==> config.mk <==
export PLATFORM = sky130hd
export DESIGN_NAME = uart_rx_frame
export DESIGN_NICKNAME = d
export VERILOG_FILES = /design/src/rtl/uart_rx_frame.sv
export SDC_FILE = /design/constraint.sdc
export NUM_CORES = 1
export LEC_CHECK = 0
export ABC_AREA = 1
export BUFFER_PORTS_ARGS = -buffer_cell sky130_fd_sc_hd__buf_2
export CORE_MARGIN = 4
export CORE_UTILIZATION = 45
export CTS_BUF_LIST = sky130_fd_sc_hd__clkbuf_4
export DETAILED_ROUTE_END_ITERATION = 10
export PLACE_DENSITY = 0.64
export SKIP_CTS_REPAIR_TIMING = 1
export SYNTH_ARGS = -nofsm -noshare
export SYNTH_HDL_FRONTEND = slang
export SYNTH_SLANG_ARGS = --single-unit
==> constraint.sdc <==
create_clock -name clk -period 4.3 [get_ports clk]
set_input_delay 0.86 -clock clk [delete_from_list [all_inputs] [get_ports clk]]
set_output_delay 0.86 -clock clk [all_outputs]
set_load 0.02 [all_outputs]
==> src/rtl/uart_rx_frame.sv <==
// UART receiver: synchronized RX line, mid-bit sampling with false-start rejection,
// configurable word/parity/stop format, error flags and a one-word valid/ready buffer.
module uart_rx_frame #(
  parameter int WORD_SIZE    = 8,
  parameter int CLKS_PER_BIT = 868,
  parameter int PARITY_MODE  = 0,
  parameter int STOP_BITS    = 1
) (
  input  logic                 clk,
  input  logic                 reset,
  input  logic                 rx_in,
  output logic [WORD_SIZE-1:0] rx_data,
  output logic                 rx_valid,
  input  logic                 rx_ready,
  output logic                 parity_err,
  output logic                 frame_err,
  output logic                 overrun_err,
  output logic                 busy
);

  localparam int CW = $clog2(CLKS_PER_BIT);
  localparam int BW = $clog2(WORD_SIZE);
  localparam logic [CW-1:0] BAUD_LAST = CW'(CLKS_PER_BIT - 1);
  // Preload so the first tick lands CLKS_PER_BIT/2 cycles after the start edge.
  localparam logic [CW-1:0] BAUD_HALF = CW'(CLKS_PER_BIT - CLKS_PER_BIT / 2);
  localparam logic [BW-1:0] BIT_LAST  = BW'(WORD_SIZE - 1);
  localparam logic [BW-1:0] STOP_LAST = BW'(STOP_BITS - 1);

  localparam logic [2:0] S_IDLE   = 3'd0;
  localparam logic [2:0] S_START  = 3'd1;
  localparam logic [2:0] S_DATA   = 3'd2;
  localparam logic [2:0] S_PARITY = 3'd3;
  localparam logic [2:0] S_STOP   = 3'd4;
  localparam logic [2:0] S_BREAK  = 3'd5;

  logic                 sync1_q, sync2_q, prev_q;
  logic [2:0]           state_q, state_d;
  logic [CW-1:0]        baud_q, baud_d;
  logic [BW-1:0]        bit_q, bit_d;
  logic [WORD_SIZE-1:0] shift_q, shift_d;
  logic                 perr_pend_q, perr_pend_d;
  logic                 ferr_pend_q, ferr_pend_d;
  logic [WORD_SIZE-1:0] data_q, data_d;
  logic                 valid_q, valid_d;
  logic                 perr_q, perr_d;
  logic                 ferr_q, ferr_d;
  logic                 ovr_q, ovr_d;

  logic rxs;
  logic tick;
  logic exp_par;
  logic deliver;

  assign rxs     = sync2_q;
  assign tick    = (baud_q == BAUD_LAST);
  assign exp_par = (^shift_q) ^ (PARITY_MODE == 2);

  always_comb begin
    state_d     = state_q;
    baud_d      = tick ? '0 : baud_q + CW'(1);
    bit_d       = bit_q;
    shift_d     = shift_q;
    perr_pend_d = perr_pend_q;
    ferr_pend_d = ferr_pend_q;
    deliver     = 1'b0;
    case (state_q)
      S_IDLE: begin
        baud_d = baud_q;
        if (prev_q && !rxs) begin
          state_d     = S_START;
          baud_d      = BAUD_HALF;
          bit_d       = '0;
          perr_pend_d = 1'b0;
          ferr_pend_d = 1'b0;
        end
      end
      S_START: begin
        if (tick) state_d = rxs ? S_IDLE : S_DATA;
      end
      S_DATA: begin
        if (tick) begin
          shift_d = {rxs, shift_q[WORD_SIZE-1:1]};
          if (bit_q == BIT_LAST) begin
            bit_d   = '0;
            state_d = (PARITY_MODE != 0) ? S_PARITY : S_STOP;
          end else begin
            bit_d = bit_q + BW'(1);
          end
        end
      end
      S_PARITY: begin
        if (tick) begin
          if (rxs != exp_par) perr_pend_d = 1'b1;
          state_d = S_STOP;
        end
      end
      S_STOP: begin
        if (tick) begin
          if (!rxs) ferr_pend_d = 1'b1;
          if (bit_q == STOP_LAST) begin
            deliver = 1'b1;
            state_d = (ferr_pend_q || !rxs) ? S_BREAK : S_IDLE;
          end else begin
            bit_d = bit_q + BW'(1);
          end
        end
      end
      S_BREAK: begin
        if (rxs) state_d = S_IDLE;
      end
      default: state_d = S_IDLE;
    endcase
  end

  // Output buffer: a consume and a deliver on the same edge keeps rx_valid high.
  always_comb begin
    data_d  = data_q;
    valid_d = valid_q;
    perr_d  = perr_q;
    ferr_d  = ferr_q;
    ovr_d   = 1'b0;
    if (valid_q && rx_ready) valid_d = 1'b0;
    if (deliver) begin
      if (!valid_q || rx_ready) begin
        data_d  = shift_q;
        perr_d  = perr_pend_q;
        ferr_d  = ferr_pend_d;
        valid_d = 1'b1;
      end else begin
        ovr_d = 1'b1;
      end
    end
  end

  always_ff @(posedge clk or posedge reset) begin
    if (reset) begin
      sync1_q     <= 1'b1;
      sync2_q     <= 1'b1;
      prev_q      <= 1'b1;
      state_q     <= S_IDLE;
      baud_q      <= '0;
      bit_q       <= '0;
      shift_q     <= '0;
      perr_pend_q <= 1'b0;
      ferr_pend_q <= 1'b0;
      data_q      <= '0;
      valid_q     <= 1'b0;
      perr_q      <= 1'b0;
      ferr_q      <= 1'b0;
      ovr_q       <= 1'b0;
    end else begin
      sync1_q     <= rx_in;
      sync2_q     <= sync1_q;
      prev_q      <= sync2_q;
      state_q     <= state_d;
      baud_q      <= baud_d;
      bit_q       <= bit_d;
      shift_q     <= shift_d;
      perr_pend_q <= perr_pend_d;
      ferr_pend_q <= ferr_pend_d;
      data_q      <= data_d;
      valid_q     <= valid_d;
      perr_q      <= perr_d;
      ferr_q      <= ferr_d;
      ovr_q       <= ovr_d;
    end
  end

  assign rx_data     = data_q;
  assign rx_valid    = valid_q;
  assign parity_err  = perr_q;
  assign frame_err   = ferr_q;
  assign overrun_err = ovr_q;
  assign busy        = (state_q != S_IDLE);

endmodule

Word-level counts from Yosys, hierarchy flattened
Cells that the tools add are included.
- multiplexer cells: 36
- eq/ne operators: 18
- add/sub/neg operators: 2
- reduce and logical (&&, ||, !) cells: 17
- operators with widths (kind ; count):
    $mux W3 ; 14
    $mux W10 ; 3
    $ne A2 B2 Y1 const B ; 10
    $pmux W3 S6 ; 1
    $mux W1 ; 14
    $add A10 B1 Y10 const B ; 1
    $eq A10 B10 Y1 const B ; 1
    $eq A3 B3 Y1 const B ; 3
    $pmux W3 S3 ; 1
    $reduce_and A8 Y1 ; 1
    $reduce_xor A8 Y1 ; 1
    $eq A3 B2 Y1 const B ; 2
    $logic_not A3 Y1 ; 2
    $reduce_bool A3 Y1 ; 2
    $reduce_and A5 Y1 ; 1
    $pmux W1 S2 ; 2
    $reduce_and A2 Y1 ; 2
    $reduce_and A4 Y1 ; 1
    $add A3 B1 Y3 const B ; 1
    $eq A3 B1 Y1 const B ; 1
    $logic_and A1 B1 Y1 ; 2
    $logic_not A1 Y1 ; 2
    $logic_or A1 B1 Y1 ; 2
    $mux W2 ; 1
    2 further kinds ; 2
- flip-flop bits (word level): 41
- word-level logic and storage cells: 87
- output and inout bits: 13

Depth between registers and ports, before layout
Gate-level depths: netlist of the first run.
- word-level depth: 6
- mapped depth: 14
- depth with buffers taken out: 14

Worst setup path before layout of the first run
OpenSTA, ideal clock, no wires.
- path type: register to output
- from: register state_q[1]
- to: output busy
- stages on the path, launching flop included: 5
- data arrival time: 915 ps
- required time: 3440 ps
- slack: 2525 ps
- cell sequence: dfrtp_1 nor2_2 inv_1 nor2_4 inv_1
- word-level cells in the longest chain between the ends: 1
- ends and longest elaborated chain (what ; line ; text):
    start: declaration ; 37 ; logic [2:0] state_q, state_d;
    start signal: assignment ; 155 ; state_q <= state_d;
    $reduce_bool A3 Y1 ; 174 ; assign busy = (state_q != S_IDLE);
    end: declaration ; 18 ; output logic busy
No other way between the ends.

Final worst setup path of the first run
Same ends and word-level chain as after synthesis.

==> reports/qor.yml, run 1 <==
status: "completed"
dieWidth_um: 75.6
ys_ff_latch: 41
finalHoldViolations: 0
dieArea_mm2: 0.00571
setup.worst_path.end_class: "output pin"
n_fill_cell: 446
final_nets: 284
antenna_found_initial: 0
synthTopCellsByArea: "dfrtp_1 46%, nand2_1 12%, inv_1 6.8%"
clock_path_buffers: 2
cp.required_ns: 3.44
min_period_over_period: 0.555
drtIter0Drc: 108
synth_cell_types: 28
crit_type: "reg -> out"
cts.sinks: 41
grt_pass1_vias: 1545
path_clk_slew_ns: 0.11
tightest_slew_ns: 0.646
pin_count: 17
worstSetupStartpointType: "register"
dp_hpwl_um: 2930
cts-htree-levels: 2
drv_cap: 0
dr.pass1.iters: 4
post_drt_wl_per_cell_um: 12.0
critPathMaxFanout: 8
synth.most_common_cell: "nand2_1"
slew_headroom: 0.566
yosys.area.top_type_share: 0.463
io_buffers: 16
multi_input_area_um2: 866
cts_buffers: 5
skew_ns: 0.00821
rsz0062_at_grt: "no"
clock_latency_ns: 0.34
tns_ns: 0
finalCoreUtilization: 0.519
synth.avg_cell_area_um2: 8.09
postRouteWirelength_um: 3960
arrival_ns: 1.53
syn-num-nets: 262
rows: 24
drv_slew: 0
num_vias: 1651
min_period_ns: 2.39
max_freq_ghz: 0.419
hold_class: "reg -> reg"
grt_usage: 0.157
synthArstFlopShare: 1.00
cellPowerDensity_mw_per_mm2: 471
seqCellArea_mm2: 0.00103
vias_per_cell: 5.02
n_antenna_cell: 0
gp_congestion: 0.906
power.leakage_nw: 1.17
die_h_um: 75.6
finalPower_w: 0.00107
drc: 0
yosysWarnings: 0
synth_edf_count: 0
grt_max_degree: 42
area_growth_pct: 10.8
grt_pass1_wl_um: 6840
core-area_mm2: 0.00438
synthFlopType: "dfrtp_1"
syn_area_mm2: 0.00206
ys_seq_area_frac: 0.501
cts_root_buffer: "clkbuf_4"
syn_inst: 254
drive_gt1_frac: 0.144
finalSetupViolations: 0
synth_top_area_cell: "dfrtp_1"
ir_drop_v: 0.000234
synthTopCellsByCount: "67 x nand2_1, 38 x dfrtp_1, 37 x inv_1"
initial_core_util: 0.469
drtAntennaViolNets: 0
grt_overflow: 0
cts_tree: "yes"
-- path summary, 6_finish.rpt --
path / cells after the start / endpoint / start / slack [ns]
min: 0 / rxs$_DFF_PP1_ / sync1_q$_DFF_PP1_ / 0.37
max in group asynchronous: 3 / rxs$_DFF_PP1_ / reset / 3.31
min in group asynchronous: 3 / rx_data[1]$_DFFE_PP0P_ / reset / 0.60
max: 5 / busy / state_q[1]$_DFFE_PP0P_ / 1.91
max reg2reg: 5 / parity_err$_DFFE_PP0P_ / baud_q[0]$_DFFE_PP0N_ / 2.37
min reg2reg: 0 / rxs$_DFF_PP1_ / sync1_q$_DFF_PP1_ / 0.37
-- state kept, by name (all words and copies together), names as in the netlist --
signal and flops:
bit_q 3, ferr_pend_q 1, sync1_q 1, rx_data 8, overrun_err 1, rxs 1
rx_valid 1, perr_pend_q 1, state_q 3, baud_q 10, prev_q 1, parity_err 1
frame_err 1, shift_q 8
-- stage by stage --
| stage | hold WS (ns) | instances | area (um2) | worst slack, ns |
|---|---|---|---|---|
| final | 0.366 | 329 | 2280 | 1.91 |
| after global routing | 0.371 | 329 | 2280 | 1.77 |
| after CTS | 0.369 | 329 | 2280 | 1.92 |
| after detailed placement | 0.351 | 321 | 2200 | 2.32 |
| after global placement | 0.345 | 321 | 2200 | 2.35 |
| after floorplan | 0.345 | 254 | 2060 | 2.50 |
-- cell type report --
type / count / share of cell area
Clock buffer: 6 / 0.0198
Clock inverter: 2 / 0.0148
Inverter: 40 / 0.0659
Multi-Input combinational cell: 171 / 0.380
Sequential cell: 41 / 0.452
Tap cell: 52 / 0.0286
Timing Repair Buffer: 17 / 0.0385
-- layer usage --
| layer | vias to the layer above | track usage | share of wire |
|---|---|---|---|
| met3 | 8 | 0.0343 | 0.035 |
| li1 | 867 | - | - |
| met4 | 0 | 0.0641 | 0.018 |
| met1 | 754 | 0.213 | 0.49 |
| met5 | - | 0 | 0 |
| met2 | 22 | 0.244 | 0.45 |
-- worst max-delay path: stages (launching register included) --
cell and delay (ns):
dfrtp_1 0.44, nor2_2 0.18, inv_1 0.09, nor2_4 0.18, inv_1 0.13, buf_2 0.18
-- report_power, final --
| group | internal [W] | switching, W |
|---|---|---|
| clock network | 0.000127 | 0.000121 |
| logic | 0.000106 | 0.000228 |
| registers | 0.000435 | 0.0000561 |
| total | 0.000668 | 0.000406 |
-- logic make-up after synthesis --
| kind of cell | share of synthesized area |
|---|---|
| compound gates | 0.124 |
| xor+xnor | 0.0128 |
| fa+ha+maj | 0.0243 |
| buf+inv | 0.0779 |
| flops | 0.501 |
| mux | 0.00548 |
| simple gates | 0.255 |
-- cells in the final DEF, fill, tap and decap left out, types with 4 or more instances in the layout --
cell and count:
a21oi_1 9, buf_2 16, clkbuf_4 6, dfrtp_1 38, ha_1 4, inv_1 37, nand2_1 67, nand3_1 18
nand4_1 5, nor2_1 13, o21ai_0 20, o21ai_1 12, o22ai_1 4
No activity file was read; power rests on OpenSTA's default activity.
==> run 2, diff against run 1 <==
- clock period: 4.3 -> 2.2 ns (I/O delays scaled with it)
==> run 2 against run 1 <==
Compared with the run above: critical path depth did not move; routed wire length fell by 3.1%; clock skew rose by 0.0051 ns; flip-flop and latch count did not move; sequential share of layout area rose by 0.10 points; non-clock buffer count rose by 2; die area did not move; cell count rose by 0.61%; largest power group unchanged; highest routed layer unchanged.
==> reports/qor.yml, run 2 (synthesis results as in run 1) <==
final_nets: 286  # was 284
r2r_end: "parity_err$_DFFE_PP0P_"  # unchanged
multi_input_area_um2: 866  # unchanged
worstSetupStartpointType: "register"  # unchanged
rrSetupSlack_ns: 0.29  # was 2.37 ns
cts.sinks: 41  # unchanged
crit_chain: "nor2_2, inv_1, nor2_4, inv_1, buf_2"  # unchanged
n_fill_cell: 419  # was 446
dp_hpwl_um: 2750  # was 2930 um
finalSetupViolations: 0  # unchanged
dieWidth_um: 75.6  # unchanged
crit_buf_inv: 3  # unchanged
wl_met2_um: 1700  # was 1800 um
num_vias: 1659  # was 1651
critPathMaxFanout: 6  # was 8
antenna_found_initial: 0  # unchanged
skew_ns: 0.0133  # was 0.00821 ns
drt-met1-wl_um: 1930  # was 1950 um
status: "completed"  # unchanged
rows: 24  # unchanged
cpMostUsedCell: "inv_1"  # unchanged
pin_count: 17  # unchanged
crit_family: "flip-flops"  # unchanged
grt_overflow: 0  # unchanged
largest_register_ffs: 10  # unchanged
clock_path_buffers: 2  # unchanged
cts_buffers: 5  # unchanged
arrival_ns: 1.58  # was 1.53 ns
die_h_um: 75.6  # unchanged
finalCoreUtilization: 0.518  # was 0.519
drv_slew: 0  # unchanged
rr_startpoint: "baud_q[0]$_DFFE_PP0N_"  # unchanged
dieArea_mm2: 0.00571  # unchanged
endpoint: "busy"  # unchanged
final_cells: 331  # was 329
drtAntennaViolNets: 0  # unchanged
ir_drop_v: 0.000553  # was 0.000234 V
post_drt_wl_per_cell_um: 11.6  # was 12.0 um
min_period_ns: 2.02
dr.pass1.iters: 4  # unchanged
placedCellCount: 321  # unchanged
critical_path_cell_count: 5  # unchanged
top_layer_used: "met4"  # unchanged
cp.required_ns: 1.76  # was 3.44 ns
fin_area_mm2: 0.00227  # was 0.00228 mm2
initial_core_util: 0.469  # unchanged
slew_headroom: 0.618  # was 0.566
grt_usage: 0.161  # was 0.157
final_common_cell: "nand2_1"  # unchanged
cts_root_buffer: "clkbuf_4"  # unchanged
seqCellArea_mm2: 0.00103  # unchanged
cellPowerDensity_mw_per_mm2: 898  # was 471 mW/mm2
top_register: "baud_q"  # unchanged
power.leakage_nw: 1.17  # about the same
cp_slowest_cell: "dfrtp_1"  # unchanged
finalHoldViolations: 0  # unchanged
drtIter0Drc: 152  # was 108
gp_congestion: 0.869  # was 0.906
most-common-layout-cells: "67 x nand2_1, 38 x dfrtp_1, 37 x inv_1"  # unchanged
postRouteWirelength_um: 3830  # was 3960 um
max_stage_delay_ns: 0.47  # was 0.44 ns
cts_tree: "yes"  # unchanged
cts-htree-levels: 2  # unchanged
drc: 0  # unchanged
r2r_cells: 5  # unchanged
min_period_over_period: 0.919
max_freq_ghz: 0.495
tightest_slew_ns: 0.568  # was 0.646 ns
area_growth_pct: 10.5  # was 10.8%
drv_cap: 0  # unchanged
grt_pass1_vias: 1558  # was 1545
io_buffers: 16  # unchanged
rsz0062_at_grt: "no"  # unchanged
grt_pass1_wl_um: 7020  # was 6840 um
place_area_mm2: 0.00220  # unchanged
clock_latency_ns: 0.36  # was 0.34 ns
n_antenna_cell: 0  # unchanged
hold_class: "in -> reg"  # was reg -> reg
crit_type: "reg -> out"  # unchanged
core-area_mm2: 0.00438  # unchanged
drive_gt1_frac: 0.154  # was 0.144
path_clk_slew_ns: 0.13  # was 0.11 ns
cp-startpoint: "state_q[0]$_DFFE_PP0P_"  # was state_q[1]$_DFFE_PP0P_
wl_met3_um: 144  # was 140 um
vias_per_cell: 5.01  # was 5.02
setup.worst_path.end_class: "output pin"  # unchanged
tns_ns: 0  # unchanged
grt_max_degree: 42  # unchanged
[run 2: worst min path at each step]
stage	startpoint	endpoint	slack [ns]	depth (start not counted)
2_1_floorplan	sync1_q$_DFF_PP1_	rxs$_DFF_PP1_	0.35	0
3_3_place_gp	sync1_q$_DFF_PP1_	rxs$_DFF_PP1_	0.35	0
3_5_place_dp	sync1_q$_DFF_PP1_	rxs$_DFF_PP1_	0.35	0
4_1_cts	rx_in	sync1_q$_DFF_PP1_	0.14	1
5_1_grt	rx_in	sync1_q$_DFF_PP1_	0.13	1
6_report	rx_in	sync1_q$_DFF_PP1_	0.16	1
[run 2: cell type report]
cell class | instances | area share
clock buffer | 5 | 0.0165
clock inverter | 3 | 0.00936
inverter | 40 | 0.0661
multi-input combinational | 171 | 0.381
sequential | 41 | 0.453
tap | 52 | 0.0286
timing repair buffer | 19 | 0.0452
[run 2: metrics by stage]
stage                     total power (W)  setup slack, ns  hold slack (ns)
after global placement            0.00162            0.334            0.346
final                             0.00204            0.179            0.161
after floorplan                   0.00147            0.541            0.345
after CTS                         0.00203            0.117            0.142
after global routing              0.00223           0.0538            0.126
after detailed placement          0.00163            0.296            0.348
[run 2: power by group]
part	total, W	leakage, nW	switching (W)	internal, W
Clock	0.000391	0.0316	0.000265	0.000127
Combinational	0.000689	0.604	0.000455	0.000235
Sequential	0.000960	0.535	0.000111	0.000850
Total	0.00204	1.17	0.000830	0.00121
[run 2: routing by layer]
metal,vias up,global-route usage
li1,874,-
met1,750,0.217
met2,28,0.252
met3,7,0.0435
met4,0,0.0563
met5,-,0
